[config.mk]
export PLATFORM = sky130hd
export DESIGN_NAME = decode_stage
export DESIGN_NICKNAME = d
export VERILOG_FILES = /design/src/rtl/decode_stage.sv
export SDC_FILE = /design/constraint.sdc
export NUM_CORES = 2
export LEC_CHECK = 0
export ABC_AREA = 1
export CAP_MARGIN = 15
export CORE_MARGIN = 2
export CORE_UTILIZATION = 30
export CTS_CLUSTER_DIAMETER = 100
export DETAILED_ROUTE_END_ITERATION = 8
export SYNTH_ARGS = -nofsm -noshare
export SYNTH_HDL_FRONTEND = slang
export SYNTH_SLANG_ARGS = --single-unit
export TNS_END_PERCENT = 1
[constraint.sdc]
create_clock -name clk -period 4.8 [get_ports clk]
set_input_delay 0.72 -clock clk [delete_from_list [all_inputs] [get_ports clk]]
set_output_delay 0.72 -clock clk [all_outputs]
set_load 0.03 [all_outputs]
[src/rtl/decode_stage.sv]
// MIPS instruction-decode stage: IF/ID register, bypassed register file, control decode,
// load-use stall generation and branch resolution with fetch redirect/flush.
module decode_stage #(
  parameter int Width    = 32,
  parameter int RegCount = 32
) (
  input  logic             clk,
  input  logic             rst_n,
  input  logic [Width-1:0] instruction,
  input  logic [Width-1:0] addressOut,
  input  logic             id_ex_memRead,
  input  logic [4:0]       id_ex_rt,
  input  logic             wb_regWrite,
  input  logic [4:0]       wb_writeReg,
  input  logic [Width-1:0] wb_writeData,
  output logic             pc_enable,
  output logic             PCSrc,
  output logic [Width-1:0] adderResult,
  output logic [Width-1:0] pcAddFour,
  output logic [Width-1:0] readData1,
  output logic [Width-1:0] readData2,
  output logic [Width-1:0] signExt,
  output logic [4:0]       rs,
  output logic [4:0]       rt,
  output logic [4:0]       rd,
  output logic [5:0]       funct,
  output logic             regWrite,
  output logic             memRead,
  output logic             memWrite,
  output logic             memToReg,
  output logic             aluSrc,
  output logic             regDst,
  output logic [1:0]       aluOp
);
  localparam logic [5:0] OP_RTYPE = 6'h00;
  localparam logic [5:0] OP_LW    = 6'h23;
  localparam logic [5:0] OP_SW    = 6'h2B;
  localparam logic [5:0] OP_ADDI  = 6'h08;
  localparam logic [5:0] OP_BEQ   = 6'h04;
  localparam logic [5:0] OP_BNE   = 6'h05;

  logic [Width-1:0] r_ifid_instr;
  logic [Width-1:0] r_ifid_pc4;
  logic [Width-1:0] r_regs [RegCount];

  logic [5:0] w_opcode;
  logic       w_stall;
  logic       w_uses_rt;
  logic       w_is_beq;
  logic       w_is_bne;
  logic       w_regWrite, w_memRead, w_memWrite, w_memToReg, w_aluSrc, w_regDst;
  logic [1:0] w_aluOp;

  assign w_opcode  = r_ifid_instr[31:26];
  assign rs        = r_ifid_instr[25:21];
  assign rt        = r_ifid_instr[20:16];
  assign rd        = r_ifid_instr[15:11];
  assign funct     = r_ifid_instr[5:0];
  assign signExt   = {{(Width-16){r_ifid_instr[15]}}, r_ifid_instr[15:0]};
  assign pcAddFour = r_ifid_pc4;

  // IF/ID register: stall holds, a taken branch squashes the wrong-path fetch
  always_ff @(posedge clk or negedge rst_n) begin
    if (!rst_n) begin
      r_ifid_instr <= '0;
      r_ifid_pc4   <= '0;
    end else if (w_stall) begin
      r_ifid_instr <= r_ifid_instr;
      r_ifid_pc4   <= r_ifid_pc4;
    end else if (PCSrc) begin
      r_ifid_instr <= '0;
      r_ifid_pc4   <= '0;
    end else begin
      r_ifid_instr <= instruction;
      r_ifid_pc4   <= addressOut;
    end
  end

  always_ff @(posedge clk or negedge rst_n) begin
    if (!rst_n) begin
      for (int i = 0; i < RegCount; i++) r_regs[i] <= '0;
    end else if (wb_regWrite && (wb_writeReg != 5'd0)) begin
      r_regs[wb_writeReg] <= wb_writeData;
    end
  end

  // Same-cycle write-back is forwarded so branch compares see the newest value
  always_comb begin
    readData1 = '0;
    if (rs != 5'd0) begin
      if (wb_regWrite && (wb_writeReg == rs)) readData1 = wb_writeData;
      else                                    readData1 = r_regs[rs];
    end
  end

  always_comb begin
    readData2 = '0;
    if (rt != 5'd0) begin
      if (wb_regWrite && (wb_writeReg == rt)) readData2 = wb_writeData;
      else                                    readData2 = r_regs[rt];
    end
  end

  always_comb begin
    w_regWrite = 1'b0;
    w_memRead  = 1'b0;
    w_memWrite = 1'b0;
    w_memToReg = 1'b0;
    w_aluSrc   = 1'b0;
    w_regDst   = 1'b0;
    w_aluOp    = 2'b00;
    w_uses_rt  = 1'b0;
    w_is_beq   = 1'b0;
    w_is_bne   = 1'b0;
    case (w_opcode)
      OP_RTYPE: begin
        w_uses_rt = 1'b1;
        // the all-zero word is the pipeline NOP, not sll $0,$0,0
        if (r_ifid_instr != '0) begin
          w_regWrite = 1'b1;
          w_regDst   = 1'b1;
          w_aluOp    = 2'b10;
        end
      end
      OP_LW: begin
        w_regWrite = 1'b1;
        w_memRead  = 1'b1;
        w_memToReg = 1'b1;
        w_aluSrc   = 1'b1;
      end
      OP_SW: begin
        w_memWrite = 1'b1;
        w_aluSrc   = 1'b1;
        w_uses_rt  = 1'b1;
      end
      OP_ADDI: begin
        w_regWrite = 1'b1;
        w_aluSrc   = 1'b1;
      end
      OP_BEQ: begin
        w_aluOp   = 2'b01;
        w_uses_rt = 1'b1;
        w_is_beq  = 1'b1;
      end
      OP_BNE: begin
        w_aluOp   = 2'b01;
        w_uses_rt = 1'b1;
        w_is_bne  = 1'b1;
      end
      default: ;
    endcase
  end

  assign w_stall = id_ex_memRead && (id_ex_rt != 5'd0) &&
                   ((id_ex_rt == rs) || (w_uses_rt && (id_ex_rt == rt)));

  assign pc_enable   = !w_stall;
  assign PCSrc       = !w_stall && ((w_is_beq && (readData1 == readData2)) ||
                                    (w_is_bne && (readData1 != readData2)));
  assign adderResult = r_ifid_pc4 + (signExt << 2);

  // a stalled instruction leaves a bubble in EX
  assign regWrite = w_regWrite && !w_stall;
  assign memRead  = w_memRead  && !w_stall;
  assign memWrite = w_memWrite && !w_stall;
  assign memToReg = w_memToReg && !w_stall;
  assign aluSrc   = w_aluSrc   && !w_stall;
  assign regDst   = w_regDst   && !w_stall;
  assign aluOp    = w_stall ? 2'b00 : w_aluOp;
endmodule
### Yosys cells after proc, flatten, opt, wreduce, memory -nomap -nowiden

Index checks and enable logic that the tools add are counted.

| operators by class | value |
|---|---|
| add/subtract/negate cells | 1 |
| $lt $le $gt $ge | 4 |
| equal/unequal tests | 11 |
| muxes and demuxes | 27 |
| bitwise operators | 3 |
| reductions and logical operators | 28 |

Operators by type and width:

| kind | number |
|---|---|
| $bwmux W1024 | 1 |
| $mux W32 | 11 |
| $bmux W32 S5 | 2 |
| $demux W32 S5 | 1 |
| $add A32 B32 Y32 | 1 |
| $eq A32 B32 Y1 | 1 |
| $ne A32 B32 Y1 | 1 |
| $reduce_bool A32 Y1 | 1 |
| $eq A5 B5 Y1 | 4 |
| $reduce_bool A5 Y1 | 4 |
| $ge A6 B6 Y1 const B | 3 |
| $not A5 Y6 | 3 |
| $logic_and A1 B1 Y1 | 15 |
| $eq A6 B3 Y1 const B | 2 |
| $eq A6 B6 Y1 const B | 2 |
| $mux W1 | 8 |
| $eq A6 B4 Y1 const B | 1 |
| $logic_not A6 Y1 | 1 |
| $lt A6 B1 Y1 const B | 1 |
| $mux W2 | 2 |
| $pmux W2 S2 | 1 |
| $reduce_or A2 Y1 | 2 |
| $reduce_or A4 Y1 | 1 |
| $reduce_or A3 Y1 | 1 |
| other kinds (3) | 4 |

| storage, ports and cells | value |
|---|---|
| bits in registers | 1088 |
| input port bits | 110 |
| output and inout bits | 191 |
| logic and storage cells | 108 |

### Logic depth before layout (Yosys ltp)

| logic depth | value |
|---|---|
| word-level depth | 11 |
| mapped depth | 27 |
| gate-level depth less buffers | 23 |

### Least setup slack after synthesis

OpenSTA, ideal clock, no wires.

| timing path | value |
|---|---|
| path kind | input port to output port |
| from | input port wb_writeReg[3] |
| to | output port PCSrc |
| arrival | 3.337 ns |
| data required time | 4.080 ns |
| path slack | 0.743 ns |
| cell stages on the path | 18 |
| path buffers | 3 |
| cell sequence | inv_2 -> nand2_1 -> a21oi_2 -> nand3_2 -> buf_2 -> buf_6 -> a21oi_1 -> nand2_1 -> nand2_1 -> nand2_1 -> nor2_1 -> nand2_1 -> nor2_1 -> nand2_1 -> nand2_1 -> nand2_2 -> buf_2 -> nor2_1 |

| on the way | value |
|---|---|
| cells in the longest elaborated chain, start to end | 8 |
| elaborated cells between the ends (all ways) | 14 |
| those cells by class | eq/ne: 4; mux: 4; reduce/logical: 6 |

RTL lines:

| element | RTL line | source |
|---|---|---|
| start: declaration | 14 | `input logic [4:0] wb_writeReg,` |
| $eq A5 B5 Y1 (*) | 91 | `if (wb_regWrite && (wb_writeReg == rs)) readData1 = wb_writeData;` |
| $logic_and A1 B1 Y1 (*) | 91 |  |
| $mux W32 (*) | 91 |  |
| $mux W32 (*) | 90 | `if (rs != 5'd0) begin` |
| net readData1[1] | 20 | `output logic [Width-1:0] readData1,` |
| $eq A32 B32 Y1 or $ne A32 B32 Y1 (tied branches) | 158, 159 |  |
| $logic_and A1 B1 Y1 (on tied branches) | 158, 159 |  |
| $logic_or A1 B1 Y1 (*) | 158 | `assign PCSrc = !w_stall && ((w_is_beq && (readData1 == readData2)) \|\|` |
| $logic_and A1 B1 Y1 (*) | 158 |  |
| end: declaration | 17 | `output logic PCSrc,` |

The timed path passes the listed nets; every way through them passes the cells marked *.

### Final worst setup path

| timing path | value |
|---|---|
| from | register r_ifid_instr[25] |
| to | output port PCSrc |

| on the way | value |
|---|---|
| cells in the longest elaborated chain, start to end | 10 |
| elaborated cells between the ends (all ways) | 19 |
| those cells by class | eq/ne: 4; mux: 5; bitwise: 1; reduce/logical: 9 |

RTL lines:

| element | RTL line | source |
|---|---|---|
| start: declaration | 42 | `logic [Width-1:0] r_ifid_instr;` |
| start signal: assignment | 68 | `r_ifid_instr <= r_ifid_instr;` |
| start signal: assignment | 74 | `r_ifid_instr <= instruction;` |
| $not A5 Y6 (not written as such) | 92 | `else readData1 = r_regs[rs];` |
| $bmux W32 S5 | 92 |  |
| $mux W32 (not written as such) (2 in series) | 92 |  |
| $mux W32 | 91 |  |
| $mux W32 | 90 |  |
| $eq A32 B32 Y1 or $ne A32 B32 Y1 (tied branches) | 158, 159 |  |
| $logic_and A1 B1 Y1 (on tied branches) | 158, 159 |  |
| $logic_or A1 B1 Y1 | 158 |  |
| $logic_and A1 B1 Y1 (*) | 158 |  |

Every way passes the cells marked *; elsewhere a longest branch is shown, timed or not. The select of a mux whose other input is x is not followed.

==> impl_metrics.py <==
metrics = {
    "floorplan": {
        "coreArea_um2": 214600,
        "boundaryPins": 301,
        "fp.dieArea_um2": 219600,
        "rows": 170,
        "die_x_um": 468.6,
        "die_h_um": 468.6,
        "initial_core_util": 0.3018,
    },
    "place": {
        "portBuffers": 300,
        "dp_hpwl_um": 178500,
        "pre_cts_slack_ns": 0.09337,
        "place_congestion": 0.9466,
        "dpl-instance-area_um2": 71940,
    },
    "sta": {
        "holdWs_ns": 0.03994,
        "worst_pin_slew_ns": 1.171,
        "finClkSkew_ns": 0.03661,
        "rsz0062_at_grt": "yes",
        "layout_setup_ws_ns": -0.08040,
        "setup_viol": 1,
        "totalNegativeSetupSlack_ns": -0.08040,
        "fin_crit_ns": 4.880,
        "relSlewSlack": 0.2193,
        "fin_crit_sh": 1.017,
        "timing.final.max_slew_violations": 0,
        "final_hold_viol_count": 0,
        "fmax_mhz": 204.9,
    },
    "layout": {
        "drive_gt1_frac": 0.08789,
        "final_nets": 9643,
        "fin_area_um2": 77300,
        "area_growth_pct": 19.35,
        "regArea_um2": 27260,
        "multi_input_area_um2": 31030,
        "final_util": 0.3602,
        "num-fill-cells": 22250,
    },
    "yosys": {
        "synth_nets": 9627,
        "postSynthCellCount": 9487,
        "synth_seq_cells": 1088,
        "synth_area_leader_cell": "dfrtp_1",
        "synth_area_leaders": "dfrtp_1 (42%), nand2_1 (19%), o21ai_0 (9.5%)",
        "syn_area_um2": 64760,
        "synth_top_cell_area_share": 0.4204,
        "yosysUniqueCellTypes": 46,
        "synthFlopType": "dfrtp_1",
        "async_reset_ff_frac": 1.000,
        "avgSynthCellArea_um2": 6.827,
        "synth-edff-count": 0,
        "ys_seq_area_frac": 0.4204,
        "yosys_warnings": 0,
    },
    "run_status": {
        "outcome": "complete, but fails checks",
        "violations": "negative setup slack",
    },
    "clock_network": {
        "tritoncts.num_buffers": 130,
        "insertion_delay_ns": 0.81,
        "htreeDepth": 4,
        "cts_tree": "yes",
        "cts_root_buffer": "clkbuf_16",
        "clk_path_buf_depth": 3,
        "clock-sinks": 1088,
        "cts_hold_buf": 0,
        "clk_pin_slew_worst_paths_ns": 0.06,
    },
    "worst_setup_path": {
        "reg2reg_setup_slack_ns": 1.01,
        "r2r_cells": 18,
        "r2r_end": "pcAddFour[22]$_DFFE_PN0N_",
        "worstSetupEndpointType": "output port",
        "worst_setup_path_start_kind": "register",
        "worstSetupPathType": "reg2out",
        "critPathCapture": "PCSrc",
        "arrival_ns": 4.16,
        "crit_start": "r_ifid_instr[25]$_DFFE_PN0N_",
        "cp.required_ns": 4.08,
        "reg2reg_from": "r_ifid_instr[25]$_DFFE_PN0N_",
        "critPathMaxFanout": 10,
    },
    "global_route": {
        "grt.overflow.total": 0,
        "grt_pass1_wl_um": 420900,
        "antenna_found_initial": 18,
        "grt_max_degree": 130,
        "grtUsageTotal": 0.2553,
        "grt_pass1_vias": 62710,
    },
    "worst_hold_path": {
        "hold_class": "in2async",
    },
    "route": {
        "drt_iter0_markers": 9351,
        "vias_per_cell": 5.447,
        "postRouteAntennaNets": 0,
        "vias": 67800,
        "drt_wl_total_um": 294600,
        "remaining_drc_errors": 0,
        "routedWlPerCell_um": 23.67,
        "drt_pass1_iterations": 9,
    },
    "power": {
        "ir_worst_vdd_mv": 0.3276,
        "p_per_area_nw_per_um2": 400.6,
        "p_leak_nw": 36.97,
    },
    "job": {
        "maxCapViolations": 0,
    },
}
-- worst min-delay path by stage --
stage / depth (start not counted) / slack [ns] / to / from
after floorplan: 0 / 0.42 / pcAddFour[0]$_DFFE_PN0N_ / rst_n
after global placement: 0 / 0.37 / r_regs[1005]$_DFFE_PN0P_ / r_regs[1005]$_DFFE_PN0P_
after detailed placement: 0 / 0.37 / r_regs[1017]$_DFFE_PN0P_ / r_regs[1017]$_DFFE_PN0P_
after CTS: 1 / 0.03 / r_regs[1021]$_DFFE_PN0P_ / rst_n
after global routing: 1 / 0.05 / r_regs[1021]$_DFFE_PN0P_ / rst_n
final: 1 / 0.04 / r_regs[1021]$_DFFE_PN0P_ / rst_n
-- cells by family (layout without fill, tap and decap cells) --
family | Yosys count | after routing | synth area share
xor gates and xnor gates | 31 | 31 | 0.004192
adders and majority gates | 30 | 30 | 0.005912
other | 0 | 18 | 0
buffers and inverters | 1617 | 1721 | 0.1065
AOI/OAI and AO/OA | 1766 | 1766 | 0.1470
DFF | 1088 | 1088 | 0.4204
and+or+nand+nor | 4955 | 4955 | 0.3160
-- layer usage --
| layer | routed length [µm] | track usage | part of all wire |
|---|---|---|---|
| met1 | 114400 | 0.3291 | 0.39 |
| met4 | 22240 | 0.1682 | 0.075 |
| met5 | 31 | 0 | 0.00011 |
| met3 | 29630 | 0.04806 | 0.10 |
| met2 | 128300 | 0.3899 | 0.44 |
-- worst max-delay path, cell delays in order, from the launching register on --
cell,delay [ns]
dfrtp_2,0.77
inv_2,0.17
nand2_1,0.23
inv_2,0.11
buf_4,0.25
nand2_1,0.10
nand3_1,0.22
o21bai_1,0.22
nor2_1,0.07
nor2_1,0.18
nand2_1,0.09
nor2_1,0.12
nand2_2,0.14
nor2_2,0.13
nand2_1,0.06
nand2_1,0.07
nand2_2,0.11
nor2_1,0.11
buf_4,0.18
-- cell usage after synthesis, types with 40 or more instances --
master / count
a21oi_1: 223
buf_1: 53
buf_2: 293
o211ai_1: 219
inv_1: 788
nor2_1: 360
buf_4: 82
o21ai_1: 40
clkbuf_1: 360
dfrtp_1: 1088
nand3_1: 1145
o21ai_0: 1232
nand2_1: 3333
-- state kept, by name, indices dropped and copies added (netlist names) --
name,flops
r_ifid_instr,32
pcAddFour,32
r_regs,1024
-- metrics by stage --
step	instances	total power, mW
after floorplan	9487	17.17
after CTS	12380	30.66
after global placement	12160	20.50
final	12450	30.97
after detailed placement	12160	20.70
after global routing	12440	32.51
-- what timing repair did --
item,4_1_cts,5_1_grt
endpoints found under the setup margin,22,16
cloned,1,20
resized for setup,29,87
pin swaps,1,4
setup buffers,1,27
-- cells in the final DEF, fill, tap and decap left out, drive strengths merged, types with 14 or more instances in the layout --
master,n
nand3,1183
buf,433
diode,18
clkinv,31
clkbuf,207
xor2,22
ha,29
clkdlybuf4s50,220
nor2,364
nand4,14
or2,30
dfrtp,1088
nand2,3335
o21ai,1272
nor3,19
o211ai,219
inv,808
a21oi,232
-- where the power goes --
part / total [mW] / internal, mW / switching, mW
combinational: 9.03 / 3.24 / 5.79
sequential: 12.0 / 10.8 / 1.13
clock: 9.97 / 5.79 / 4.18
total: 31.0 / 19.9 / 11.1
-- cell type report --
type                    count  share of cell area
diodes                     18           0.0005827
clock inverters            38            0.005228
repair buffers            687              0.1046
flip-flops and latches   1088              0.3526
inverters                 813             0.04097
multi-input cells        6782              0.4014
repair inverters            1           0.0001457
clock buffers             182             0.04843
well taps                2838             0.04594
Power figures use the tool's default switching activity.
